[config.mk]
export PLATFORM = sky130hd
export DESIGN_NAME = traffic_phase_ctrl
export DESIGN_NICKNAME = d
export VERILOG_FILES = /design/src/rtl/traffic_pkg.sv /design/src/rtl/traffic_phase_ctrl_cfg_regs.sv /design/src/rtl/traffic_phase_ctrl.sv
export SDC_FILE = /design/constraint.sdc
export NUM_CORES = 1
export LEC_CHECK = 0
export BUFFER_PORTS_ARGS = -buffer_cell sky130_fd_sc_hd__buf_4
export CAP_MARGIN = 20
export CORE_AREA = 2 2 155 157
export CTS_CLUSTER_SIZE = 24
export DETAILED_ROUTE_END_ITERATION = 8
export DIE_AREA = 0 0 157 159
export GPL_ROUTABILITY_DRIVEN = 0
export SKIP_LAST_GASP = 1
export SYNTH_ARGS = -nofsm -noshare
export SYNTH_HDL_FRONTEND = slang
export SYNTH_SLANG_ARGS = --single-unit
[constraint.sdc]
create_clock -name clk -period 5.23 [get_ports clk]
set_input_delay 1.046 -clock clk [delete_from_list [all_inputs] [get_ports clk]]
set_output_delay 1.046 -clock clk [all_outputs]
set_load 0.05 [all_outputs]
[src/rtl/traffic_pkg.sv]
// Shared encodings for the phase sequencer: FSM states, operating modes and lamp patterns.
package traffic_pkg;

   typedef enum logic [1:0] {
      ST_NIGHT   = 2'b00,
      ST_GREEN   = 2'b01,
      ST_YELLOW  = 2'b10,
      ST_ALL_RED = 2'b11
   } state_e;

   typedef enum logic [1:0] {
      MODE_RUN   = 2'b00,
      MODE_NIGHT = 2'b01,
      MODE_SET_G = 2'b10,
      MODE_SET_Y = 2'b11
   } mode_e;

   typedef struct packed {
      logic r;
      logic y;
      logic g;
   } lamp_t;

   localparam lamp_t LAMP_OFF = '{r: 1'b0, y: 1'b0, g: 1'b0};
   localparam lamp_t LAMP_RED = '{r: 1'b1, y: 1'b0, g: 1'b0};
   localparam lamp_t LAMP_YEL = '{r: 1'b0, y: 1'b1, g: 1'b0};
   localparam lamp_t LAMP_GRN = '{r: 1'b0, y: 1'b0, g: 1'b1};

   // Lamp pattern of one signal group given the FSM state and whether it owns the right-of-way.
   function automatic lamp_t lamp_of(input state_e st, input logic active, input logic blink);
      lamp_t l;
      l = LAMP_RED;
      if (st == ST_NIGHT) begin
         l   = LAMP_OFF;
         l.y = blink;
      end else if (active) begin
         case (st)
            ST_GREEN:  l = LAMP_GRN;
            ST_YELLOW: l = LAMP_YEL;
            default:   l = LAMP_RED;
         endcase
      end
      return l;
   endfunction

endpackage

[src/rtl/traffic_phase_ctrl_cfg_regs.sv]
// Per-phase green/yellow duration registers with saturating key adjustment and one read port.
module phase_cfg_regs
   import traffic_pkg::*;
#(
   parameter int unsigned N_PHASE   = 4,
   parameter int unsigned CNT_W     = 11,
   parameter int unsigned GREEN_DEF = 8,
   parameter int unsigned YEL_DEF   = 6,
   parameter int unsigned PH_W      = 2
) (
   input  logic             clk,
   input  logic             rst,
   input  logic             edit_en,
   input  logic             edit_yel,
   input  logic [PH_W-1:0]  edit_phase,
   input  logic             key_plus,
   input  logic             key_sub,
   input  logic [PH_W-1:0]  rd_phase,
   output logic [CNT_W-1:0] rd_green_c,
   output logic [CNT_W-1:0] rd_yellow_c
);

   localparam logic [CNT_W-1:0] CNT_MAX = {CNT_W{1'b1}};
   localparam logic [CNT_W-1:0] CNT_ONE = CNT_W'(1);

   logic [CNT_W-1:0] green_q [N_PHASE];
   logic [CNT_W-1:0] green_d [N_PHASE];
   logic [CNT_W-1:0] yel_q   [N_PHASE];
   logic [CNT_W-1:0] yel_d   [N_PHASE];
   logic             step_c;

   function automatic logic [CNT_W-1:0] sat_step(input logic [CNT_W-1:0] v, input logic up);
      logic [CNT_W-1:0] res;
      if (up) res = (v == CNT_MAX) ? v : v + CNT_ONE;
      else    res = (v <= CNT_ONE) ? CNT_ONE : v - CNT_ONE;
      return res;
   endfunction

   // Plus and sub together cancel; an out-of-range phase index matches no register.
   assign step_c = edit_en && (key_plus ^ key_sub);

   always_comb begin
      for (int p = 0; p < int'(N_PHASE); p++) begin
         green_d[p] = green_q[p];
         yel_d[p]   = yel_q[p];
         if (step_c && (edit_phase == PH_W'(p))) begin
            if (edit_yel) yel_d[p]   = sat_step(yel_q[p], key_plus);
            else          green_d[p] = sat_step(green_q[p], key_plus);
         end
      end
   end

   always_comb begin
      rd_green_c  = '0;
      rd_yellow_c = '0;
      for (int p = 0; p < int'(N_PHASE); p++) begin
         if (rd_phase == PH_W'(p)) begin
            rd_green_c  = green_q[p];
            rd_yellow_c = yel_q[p];
         end
      end
   end

   always_ff @(posedge clk or posedge rst) begin
      if (rst) begin
         for (int p = 0; p < int'(N_PHASE); p++) begin
            green_q[p] <= CNT_W'(GREEN_DEF);
            yel_q[p]   <= CNT_W'(YEL_DEF);
         end
      end else begin
         for (int p = 0; p < int'(N_PHASE); p++) begin
            green_q[p] <= green_d[p];
            yel_q[p]   <= yel_d[p];
         end
      end
   end

endmodule

[src/rtl/traffic_phase_ctrl.sv]
// N-phase round-robin signal sequencer with night flashing and frozen edit modes.
// Define DEMAND_SKIP_EN to add a demand[] input that skips phases without demand.
module traffic_phase_ctrl
   import traffic_pkg::*;
#(
   parameter int unsigned N_PHASE   = 4,
   parameter int unsigned CNT_W     = 11,
   parameter int unsigned GREEN_DEF = 8,
   parameter int unsigned YEL_DEF   = 6,
   parameter int unsigned ALLRED_T  = 1,
   localparam int unsigned PH_W     = (N_PHASE > 1) ? $clog2(N_PHASE) : 1
) (
   input  logic               clk,
   input  logic               rst,
   input  logic               tick,
   input  logic [1:0]         mode,
   input  logic               key_plus,
   input  logic               key_sub,
   input  logic [PH_W-1:0]    cfg_phase,
`ifdef DEMAND_SKIP_EN
   input  logic [N_PHASE-1:0] demand,
`endif
   output logic [N_PHASE-1:0] lamp_r,
   output logic [N_PHASE-1:0] lamp_y,
   output logic [N_PHASE-1:0] lamp_g,
   output logic [PH_W-1:0]    cur_phase,
   output logic [1:0]         state_o,
   output logic [CNT_W-1:0]   remain,
   output logic               phase_done
);

   localparam logic [CNT_W-1:0] AR_LOAD = CNT_W'((ALLRED_T == 0) ? 1 : ALLRED_T);

   state_e             state_q, state_d;
   logic [CNT_W-1:0]   cnt_q, cnt_d;
   logic [CNT_W-1:0]   remain_q, remain_d;
   logic [PH_W-1:0]    cur_q, cur_d;
   logic               blink_q, blink_d;
   logic               start_q, start_d;
   logic               done_q, done_d;
   logic [N_PHASE-1:0] r_q, r_d, y_q, y_d, g_q, g_d;

   mode_e              mode_c;
   logic               set_mode_c;
   logic               expire_c;
   logic [PH_W-1:0]    nxt_phase_c;
   logic [PH_W-1:0]    rd_phase_c;
   logic [CNT_W-1:0]   rd_green_c, rd_yellow_c;

   assign mode_c     = mode_e'(mode);
   assign set_mode_c = mode[1];
   assign expire_c   = tick && (cnt_q <= CNT_W'(1));

   // After reset or night the first green goes to cur_phase itself (start_q), otherwise the next one.
   always_comb begin : next_phase_sel
`ifdef DEMAND_SKIP_EN
      logic            found;
      logic [PH_W-1:0] cand;
      found       = 1'b0;
      cand        = cur_q;
      nxt_phase_c = cur_q;
      for (int i = 0; i < int'(N_PHASE); i++) begin
         cand = PH_W'((int'(cur_q) + i + (start_q ? 0 : 1)) % int'(N_PHASE));
         if (!found && demand[cand]) begin
            found       = 1'b1;
            nxt_phase_c = cand;
         end
      end
`else
      nxt_phase_c = start_q ? cur_q
                  : ((cur_q == PH_W'(N_PHASE - 1)) ? '0 : cur_q + PH_W'(1));
`endif
   end

   // Shared read port: edited phase while frozen, otherwise the phase whose duration loads next.
   assign rd_phase_c = set_mode_c ? cfg_phase
                     : ((state_q == ST_GREEN) ? cur_q : nxt_phase_c);

   phase_cfg_regs #(
      .N_PHASE   (N_PHASE),
      .CNT_W     (CNT_W),
      .GREEN_DEF (GREEN_DEF),
      .YEL_DEF   (YEL_DEF),
      .PH_W      (PH_W)
   ) u_cfg (
      .clk         (clk),
      .rst         (rst),
      .edit_en     (set_mode_c),
      .edit_yel    (mode_c == MODE_SET_Y),
      .edit_phase  (cfg_phase),
      .key_plus    (key_plus),
      .key_sub     (key_sub),
      .rd_phase    (rd_phase_c),
      .rd_green_c  (rd_green_c),
      .rd_yellow_c (rd_yellow_c)
   );

   always_comb begin
      state_d = state_q;
      cnt_d   = cnt_q;
      cur_d   = cur_q;
      blink_d = blink_q;
      start_d = start_q;
      done_d  = 1'b0;

      case (mode_c)
         MODE_NIGHT: begin
            state_d = ST_NIGHT;
            cnt_d   = '0;
            cur_d   = '0;
            blink_d = (state_q == ST_NIGHT) ? (blink_q ^ tick) : 1'b0;
         end
         MODE_RUN: begin
            blink_d = 1'b0;
            case (state_q)
               ST_NIGHT: begin
                  state_d = ST_ALL_RED;
                  cnt_d   = AR_LOAD;
                  cur_d   = '0;
                  start_d = 1'b1;
               end
               ST_GREEN: begin
                  if (expire_c) begin
                     state_d = ST_YELLOW;
                     cnt_d   = rd_yellow_c;
                  end else if (tick) begin
                     cnt_d = cnt_q - CNT_W'(1);
                  end
               end
               ST_YELLOW: begin
                  if (expire_c) begin
                     done_d = 1'b1;
                     if (ALLRED_T == 0) begin
                        state_d = ST_GREEN;
                        cur_d   = nxt_phase_c;
                        cnt_d   = rd_green_c;
                        start_d = 1'b0;
                     end else begin
                        state_d = ST_ALL_RED;
                        cnt_d   = AR_LOAD;
                     end
                  end else if (tick) begin
                     cnt_d = cnt_q - CNT_W'(1);
                  end
               end
               default: begin
                  if (expire_c) begin
                     state_d = ST_GREEN;
                     cur_d   = nxt_phase_c;
                     cnt_d   = rd_green_c;
                     start_d = 1'b0;
                  end else if (tick) begin
                     cnt_d = cnt_q - CNT_W'(1);
                  end
               end
            endcase
         end
         default: ;
      endcase
   end

   // Lamps follow the registered state one cycle later and hold while frozen.
   always_comb begin
      lamp_t lp;
      lp  = LAMP_OFF;
      r_d = r_q;
      y_d = y_q;
      g_d = g_q;
      if (!set_mode_c) begin
         for (int p = 0; p < int'(N_PHASE); p++) begin
            lp     = lamp_of(state_q, cur_q == PH_W'(p), blink_q);
            r_d[p] = lp.r;
            y_d[p] = lp.y;
            g_d[p] = lp.g;
         end
      end
   end

   always_comb begin
      remain_d = cnt_d;
      if (set_mode_c) remain_d = (mode_c == MODE_SET_Y) ? rd_yellow_c : rd_green_c;
   end

   always_ff @(posedge clk or posedge rst) begin
      if (rst) begin
         state_q  <= ST_ALL_RED;
         cnt_q    <= AR_LOAD;
         remain_q <= AR_LOAD;
         cur_q    <= '0;
         blink_q  <= 1'b0;
         start_q  <= 1'b1;
         done_q   <= 1'b0;
         r_q      <= '1;
         y_q      <= '0;
         g_q      <= '0;
      end else begin
         state_q  <= state_d;
         cnt_q    <= cnt_d;
         remain_q <= remain_d;
         cur_q    <= cur_d;
         blink_q  <= blink_d;
         start_q  <= start_d;
         done_q   <= done_d;
         r_q      <= r_d;
         y_q      <= y_d;
         g_q      <= g_d;
      end
   end

   assign lamp_r     = r_q;
   assign lamp_y     = y_q;
   assign lamp_g     = g_q;
   assign cur_phase  = cur_q;
   assign state_o    = state_q;
   assign remain     = remain_q;
   assign phase_done = done_q;

endmodule
==> results by group, run 1 <==
Outcome
  • Status: completed

GRT
  • First-pass GRT wire length: 49360 µm
  • Gr ovfl total: 0
  • Vias in the first global route: 9153
  • Largest net degree at the start of global routing: 98
  • Total track usage: 24.53%
  • Initial antenna violation count: 0

Floorplanning
  • # rows: 56
  • I/O pin count: 37
  • Die Height: 159 µm
  • CORE AREA: 0.02319 mm²
  • Die area: 0.02496 mm²
  • DIE WIDTH: 157 µm
  • Starting Density: 43.41%

Placed design
  • Post-DP HPWL: 21630 µm
  • Buffers on Ports: 36
  • Setup slack at placement: 1.403 ns
  • Cell Area, Placed: 0.01042 mm²

Yosys
  • Post-synthesis sequential area ratio: 32.32%
  • Synth Instances: 1281
  • Post-synth top area share: 26.84%
  • Unique cell type count in the Yosys netlist: 82
  • EDFF count, synth: 0
  • Syn nets: 1325
  • Area leader, netlist: dfrtp_1
  • Fraction of registers with async set/reset: 100.0%
  • Ys flop type: dfrtp_1
  • Cell Area, Synth: 0.01007 mm²
  • Synth top area cells: dfrtp_1 (27%), dfstp_2 (5.5%), nand2_1 (5.4%), o21ai_0 (4.9%), ha_1 (4.3%)
  • Register bit total from synthesis: 129
  • Mean Syn Cell Area: 7.860 µm²
  • Synth warn: 0

Pwr
  • Pwr dens: 458.0 mW/mm²
  • Power, Total: 5.063 mW
  • LEAKAGE: 4.450 nW
  • VDD IR max: 0.2049 mV

Clock network
  • Num CTS Buffers: 17
  • Maximum clock path buffer count: 2
  • Clock Pin Slew Worst Setup and Hold Paths: 0.06 ns
  • Setup Buffers After CTS: 0
  • CTS tree: yes
  • Max H-tree Level: 4
  • Clk_lat worst skew: 0.43 ns
  • CTS Hold Buffers Added: 0
  • Cts repair resizes: 0
  • Clock Sinks: 129
  • Clk root buf: clkbuf_16

Timing
  • Setup-failing EPs final: 0
  • Fmax: 0.2753 GHz
  • Post-route setup slack: 1.598 ns
  • Period utilisation layout: 69.45%
  • Unrepaired setup endpoints after global routing: false
  • Worst-Margin Slew: 1.012 ns
  • Slew headroom: 32.15%
  • Max Slew Vio Count: 0
  • Setup_tns: 0 ns
  • Minimum clock period: 3.632 ns
  • Final Hold Fails: 0
  • Setup Skew: 0.01189 ns

Worst setup path
  • FF-to-FF setup slack: 1.60 ns
  • Critical path peak fanout: 16
  • Kind of critical path: flop to flop
  • Crit path launch type: flop
  • Worst Path Arrival: 3.97 ns
  • Required time of the critical path: 5.57 ns
  • Setup crit end kind: flop

Drt
  • Post-route ant nets: 0
  • # DRC: 0
  • Vias/cell: 6.219
  • Initial drt markers: 923
  • DRT Wirelength: 30070 µm
  • Avg WL per Cell: 19.00 µm
  • Router iterations before antenna repair: 6
  • Vias: 9844

Cells and area
  • Post-route cell area: 0.01106 mm²
  • Synth-to-layout area growth: 9.805%
  • NumNets Final: 1295
  • Commonest non-fill, non-tap cell in the layout: nand2_1
  • Inserted Diodes: 0
  • Share of cells above drive strength 1: 10.76%
  • Commonest cells after routing, fill and taps aside: nand2_1 (146), nor2_1 (110), dfrtp_1 (108)

Flow run
  • Max_cap viols: 0

Worst hold path
  • Hold Path Class: flop to flop
[where the power goes]
group	switching [mW]	total (mW)	internal (mW)
registers	0.457	1.73	1.27
clock network	0.498	1.28	0.785
logic	1.29	2.05	0.758
[layout make-up]
class	count	area [µm²]
Fill cell	2273	12140
Multi-Input combinational cell	1012	6235
Sequential cell	129	3254
Clock buffer	19	452.9
Tap cell	319	399.1
Timing Repair Buffer	50	382.9
Clock inverter	13	172.7
Inverter	41	158.9
[sequential cells by signal, summed over array words and instances, names as in the netlist]
register / flops
phase_done: 1
u_cfg.green_q: 44
lamp_r: 4
lamp_g: 4
u_cfg.yel_q: 44
start_q: 1
state_o: 2
cnt_q: 11
blink_q: 1
remain: 11
lamp_y: 4
cur_phase: 2
[final timing paths]
check	cells after the start	start	endpoint
min in group asynchronous	2	rst	remain[7]
max reg2reg	9	state_o[0]	cnt_q[9]
max	9	state_o[0]	cnt_q[9]
min reg2reg	2	lamp_g[1]	lamp_g[1]
min	2	lamp_g[1]	lamp_g[1]
max in group asynchronous	3	rst	u_cfg.yel_q[13]
[metal layers]
| layer | GRT usage (%) | part of all wire [%] | up-vias | routed length, µm |
|---|---|---|---|---|
| li1 | - | - | 4676 | - |
| met1 | 35.76 | 46 | 4765 | 13860 |
| met2 | 36.86 | 45 | 358 | 13530 |
| met3 | 4.409 | 7.2 | 45 | 2169 |
| met4 | 7.506 | 1.7 | 0 | 518 |
| met5 | 0 | 0 | - | 0 |
[critical path, cell delays in order, from the launching register on]
cell      delay, ns
dfstp_2        0.58
ha_1           0.46
nor2_1         0.17
o31ai_2        0.84
nor2_1         0.30
buf_4          0.28
mux2i_1        0.15
a222oi_1       0.40
o311ai_0       0.24
o21ai_0        0.12
[kinds of logic (layout without fill, tap and decap cells)]
kind of cell               Yosys count  after routing  share of synthesized area (%)
DFF                                129            129                          32.32
xor gates and xnor gates            32             32                          2.784
muxes                               35             35                          3.554
adders and majority gates           35             35                          4.349
AOI/OAI and AO/OA                  387            387                          25.38
buffers and inverters              140            123                          5.890
and+or+nand+nor                    523            523                          25.72
[Yosys cell counts, types with 13 or more instances]
cell type	instances
clkbuf_1	78
ha_1	35
a21o_1	16
and3_1	15
a31oi_1	16
nand2b_1	13
nor2_1	110
a211oi_1	27
o211ai_1	15
or4_1	13
nand3_1	50
a21oi_1	85
nor4_1	21
or3_1	23
dfrtp_1	108
mux2i_1	29
nor3_1	56
inv_1	41
o21ai_0	98
dfstp_2	21
nand4_1	19
nand2_1	146
o31ai_1	25
xnor2_1	20
[through the flow]
step                instances  hold WS [ns]  utilization [%]
detailed placement       1550        0.4796            44.91
finish                   1583        0.4897            47.67
floorplan                1281        0.4609                -
global placement         1550        0.4760            44.91
global route             1583        0.5118            47.67
CTS                      1582        0.4957            47.60
No activity file was read; power rests on OpenSTA's default activity.
==> run 2: changes to the inputs <==
==> constraint.sdc (replaced) <==
create_clock -name clk -period 3.35 [get_ports clk]
set_input_delay 0.67 -clock clk [delete_from_list [all_inputs] [get_ports clk]]
set_output_delay 0.67 -clock clk [all_outputs]
set_load 0.05 [all_outputs]
==> results by group, run 2 (synthesized netlist as in run 1, its figures left out) <==
Outcome
  • Status: completed

Drt
  • Avg WL per Cell: 18.84 µm (-0.81%)
  • Wl on met1: 14450 µm (+4.3%)
  • # DRC: 0 (unchanged)
  • Initial drt markers: 983 (+6.5%)
  • Top layer in use: met4
  • Met2 WL post-DR: 13420 µm (-0.79%)
  • Vias/cell: 6.121 (-1.6%)
  • DRT Wirelength: 30020 µm (-0.18%)
  • Vias: 9750 (-0.95%)
  • Metal3 WL: 1571 µm (-28%)
  • Post-route ant nets: 0 (unchanged)
  • Router iterations before antenna repair: 6 (unchanged)

Cells and area
  • Sequential cell area: 0.003254 mm² (unchanged)
  • Post-route cell area: 0.01117 mm² (+1.0%)
  • Inserted Diodes: 0 (unchanged)
  • Share of cells above drive strength 1: 11.38% (+0.62 points)
  • Commonest non-fill, non-tap cell in the layout: nand2_1
  • Fill cell count: 2229 (-1.9%)
  • NumNets Final: 1305 (+0.77%)
  • Area of the multi-input gates: 0.006235 mm² (unchanged)
  • Commonest cells after routing, fill and taps aside: nand2_1 (146), nor2_1 (110), dfrtp_1 (108)
  • Synth-to-layout area growth: 10.91%
  • Post-Layout Cell Count: 1593 (+0.63%)
  • Largest regs: u_cfg.green_q (44), u_cfg.yel_q (44)

Placed design
  • Post-Place Cells: 1561 (+0.71%)
  • Buffers on Ports: 36 (unchanged)
  • Cell Area, Placed: 0.01053 mm² (+1.1%)
  • Post-DP HPWL: 21260 µm (-1.7%)

GRT
  • Initial antenna violation count: 0 (unchanged)
  • First-pass GRT wire length: 49130 µm (-0.46%)
  • Vias in the first global route: 8974 (-2.0%)
  • Largest net degree at the start of global routing: 64 (-35%)
  • Total track usage: 24.49% (-0.036 points)
  • Gr ovfl total: 0 (unchanged)

Worst hold path
  • Hold Path Class: input pin to asynchronous set/reset pin

Floorplanning
  • # rows: 56 (unchanged)
  • Starting Density: 43.41% (unchanged)
  • I/O pin count: 37 (unchanged)
  • Die Height: 159 µm (unchanged)
  • CORE AREA: 0.02319 mm² (unchanged)
  • DIE WIDTH: 157 µm (unchanged)
  • Die area: 0.02496 mm² (unchanged)

Clock network
  • Clock Pin Slew Worst Setup and Hold Paths: 0.07 ns (about the same)
  • Cts repair resizes: 0 (unchanged)
  • CTS tree: yes
  • Setup Buffers After CTS: 0 (unchanged)
  • Clk root buf: clkbuf_16
  • Clk_lat worst skew: 0.44 ns (about the same)
  • CTS Hold Buffers Added: 0 (unchanged)
  • Num CTS Buffers: 17 (unchanged)
  • Max H-tree Level: 4 (unchanged)
  • Maximum clock path buffer count: 2 (unchanged)
  • Clock Sinks: 129 (unchanged)

Timing
  • Setup-failing EPs final: 0 (unchanged)
  • Minimum hold slack: 0.3145 ns (-0.1751 ns)
  • Minimum clock period: 3.061 ns (-0.5712 ns)
  • Final Hold Fails: 0 (unchanged)
  • Setup Skew: 0.01373 ns (+0.001841 ns)
  • Period utilisation layout: 91.37% (+22 points)
  • Unrepaired setup endpoints after global routing: false
  • Worst-Margin Slew: 0.9430 ns (-0.06872 ns)
  • Max Slew Vio Count: 0 (unchanged)
  • Setup_tns: 0 ns (unchanged)
  • Slew headroom: 36.14% (+4.0 points)
  • Fmax: 0.3267 GHz (+19%)

Pwr
  • LEAKAGE: 4.498 nW (+1.1%)
  • VDD IR max: 0.3056 mV (+49%)
  • Power, Total: 8.016 mW (+58%)
  • Pwr dens: 717.8 mW/mm² (+57%)

Flow run
  • Max_cap viols: 0 (unchanged)

Worst setup path
  • Worst Path Arrival: 3.40 ns (-0.57 ns)
  • Crit path launch type: flop
  • Kind of critical path: flop to flop
  • Required time of the critical path: 3.69 ns (-1.88 ns)
  • Setup crit end kind: flop
  • Critical path peak fanout: 12 (-4)
[run 2: layout make-up]
class                           count  area share [%]
Sequential cell                   129           29.14
Timing Repair Buffer               60           4.370
Clock inverter                     14           1.826
Clock buffer                       18           3.843
Inverter                           41           1.412
Multi-Input combinational cell   1012           55.83
Tap cell                          319           3.574
[run 2: worst paths after layout]
kind | from | end | cells after the start | slack [ns]
max reg2reg | state_o[1] | remain[3] | 10 | 0.29
max in group asynchronous | rst | u_cfg.yel_q[13] | 3 | 2.23
max | state_o[1] | remain[3] | 10 | 0.29
min in group clk | lamp_y[2] | lamp_y[2] | 2 | 0.50
min | rst | lamp_g[0] | 2 | 0.31
min reg2reg | lamp_y[2] | lamp_y[2] | 2 | 0.50
[run 2: metrics by stage]
step	worst slack (ns)	utilization, %
2_1_floorplan	0.4181	-
3_3_place_gp	0.4113	45.42
3_5_place_dp	0.3787	45.42
4_1_cts	0.3533	48.15
5_1_grt	0.1308	48.15
6_report	0.2890	48.15
[run 2: power breakdown]
part           switching [mW]  leakage, nW  internal [mW]
logic                    2.06         2.61           1.23
clock network           0.787        0.298           1.26
registers               0.698         1.59           1.98
total                    3.55         4.50           4.47
[run 2: per-layer routing]
metal / up-vias / global-route usage [%]
met2: 312 / 36.28
met5: - / 0
met1: 4677 / 37.02
met3: 49 / 3.348
met4: 0 / 7.006
li1: 4712 / -
[run 2: critical path: stages (launching register included)]
cell      delay, ns
dfstp_2        0.56
inv_1          0.09
ha_1           0.24
o21a_1         0.22
o31ai_4        0.59
buf_4          0.27
mux2i_1        0.08
mux2i_1        0.31
o32ai_1        0.13
a211oi_1       0.30
o21bai_1       0.17
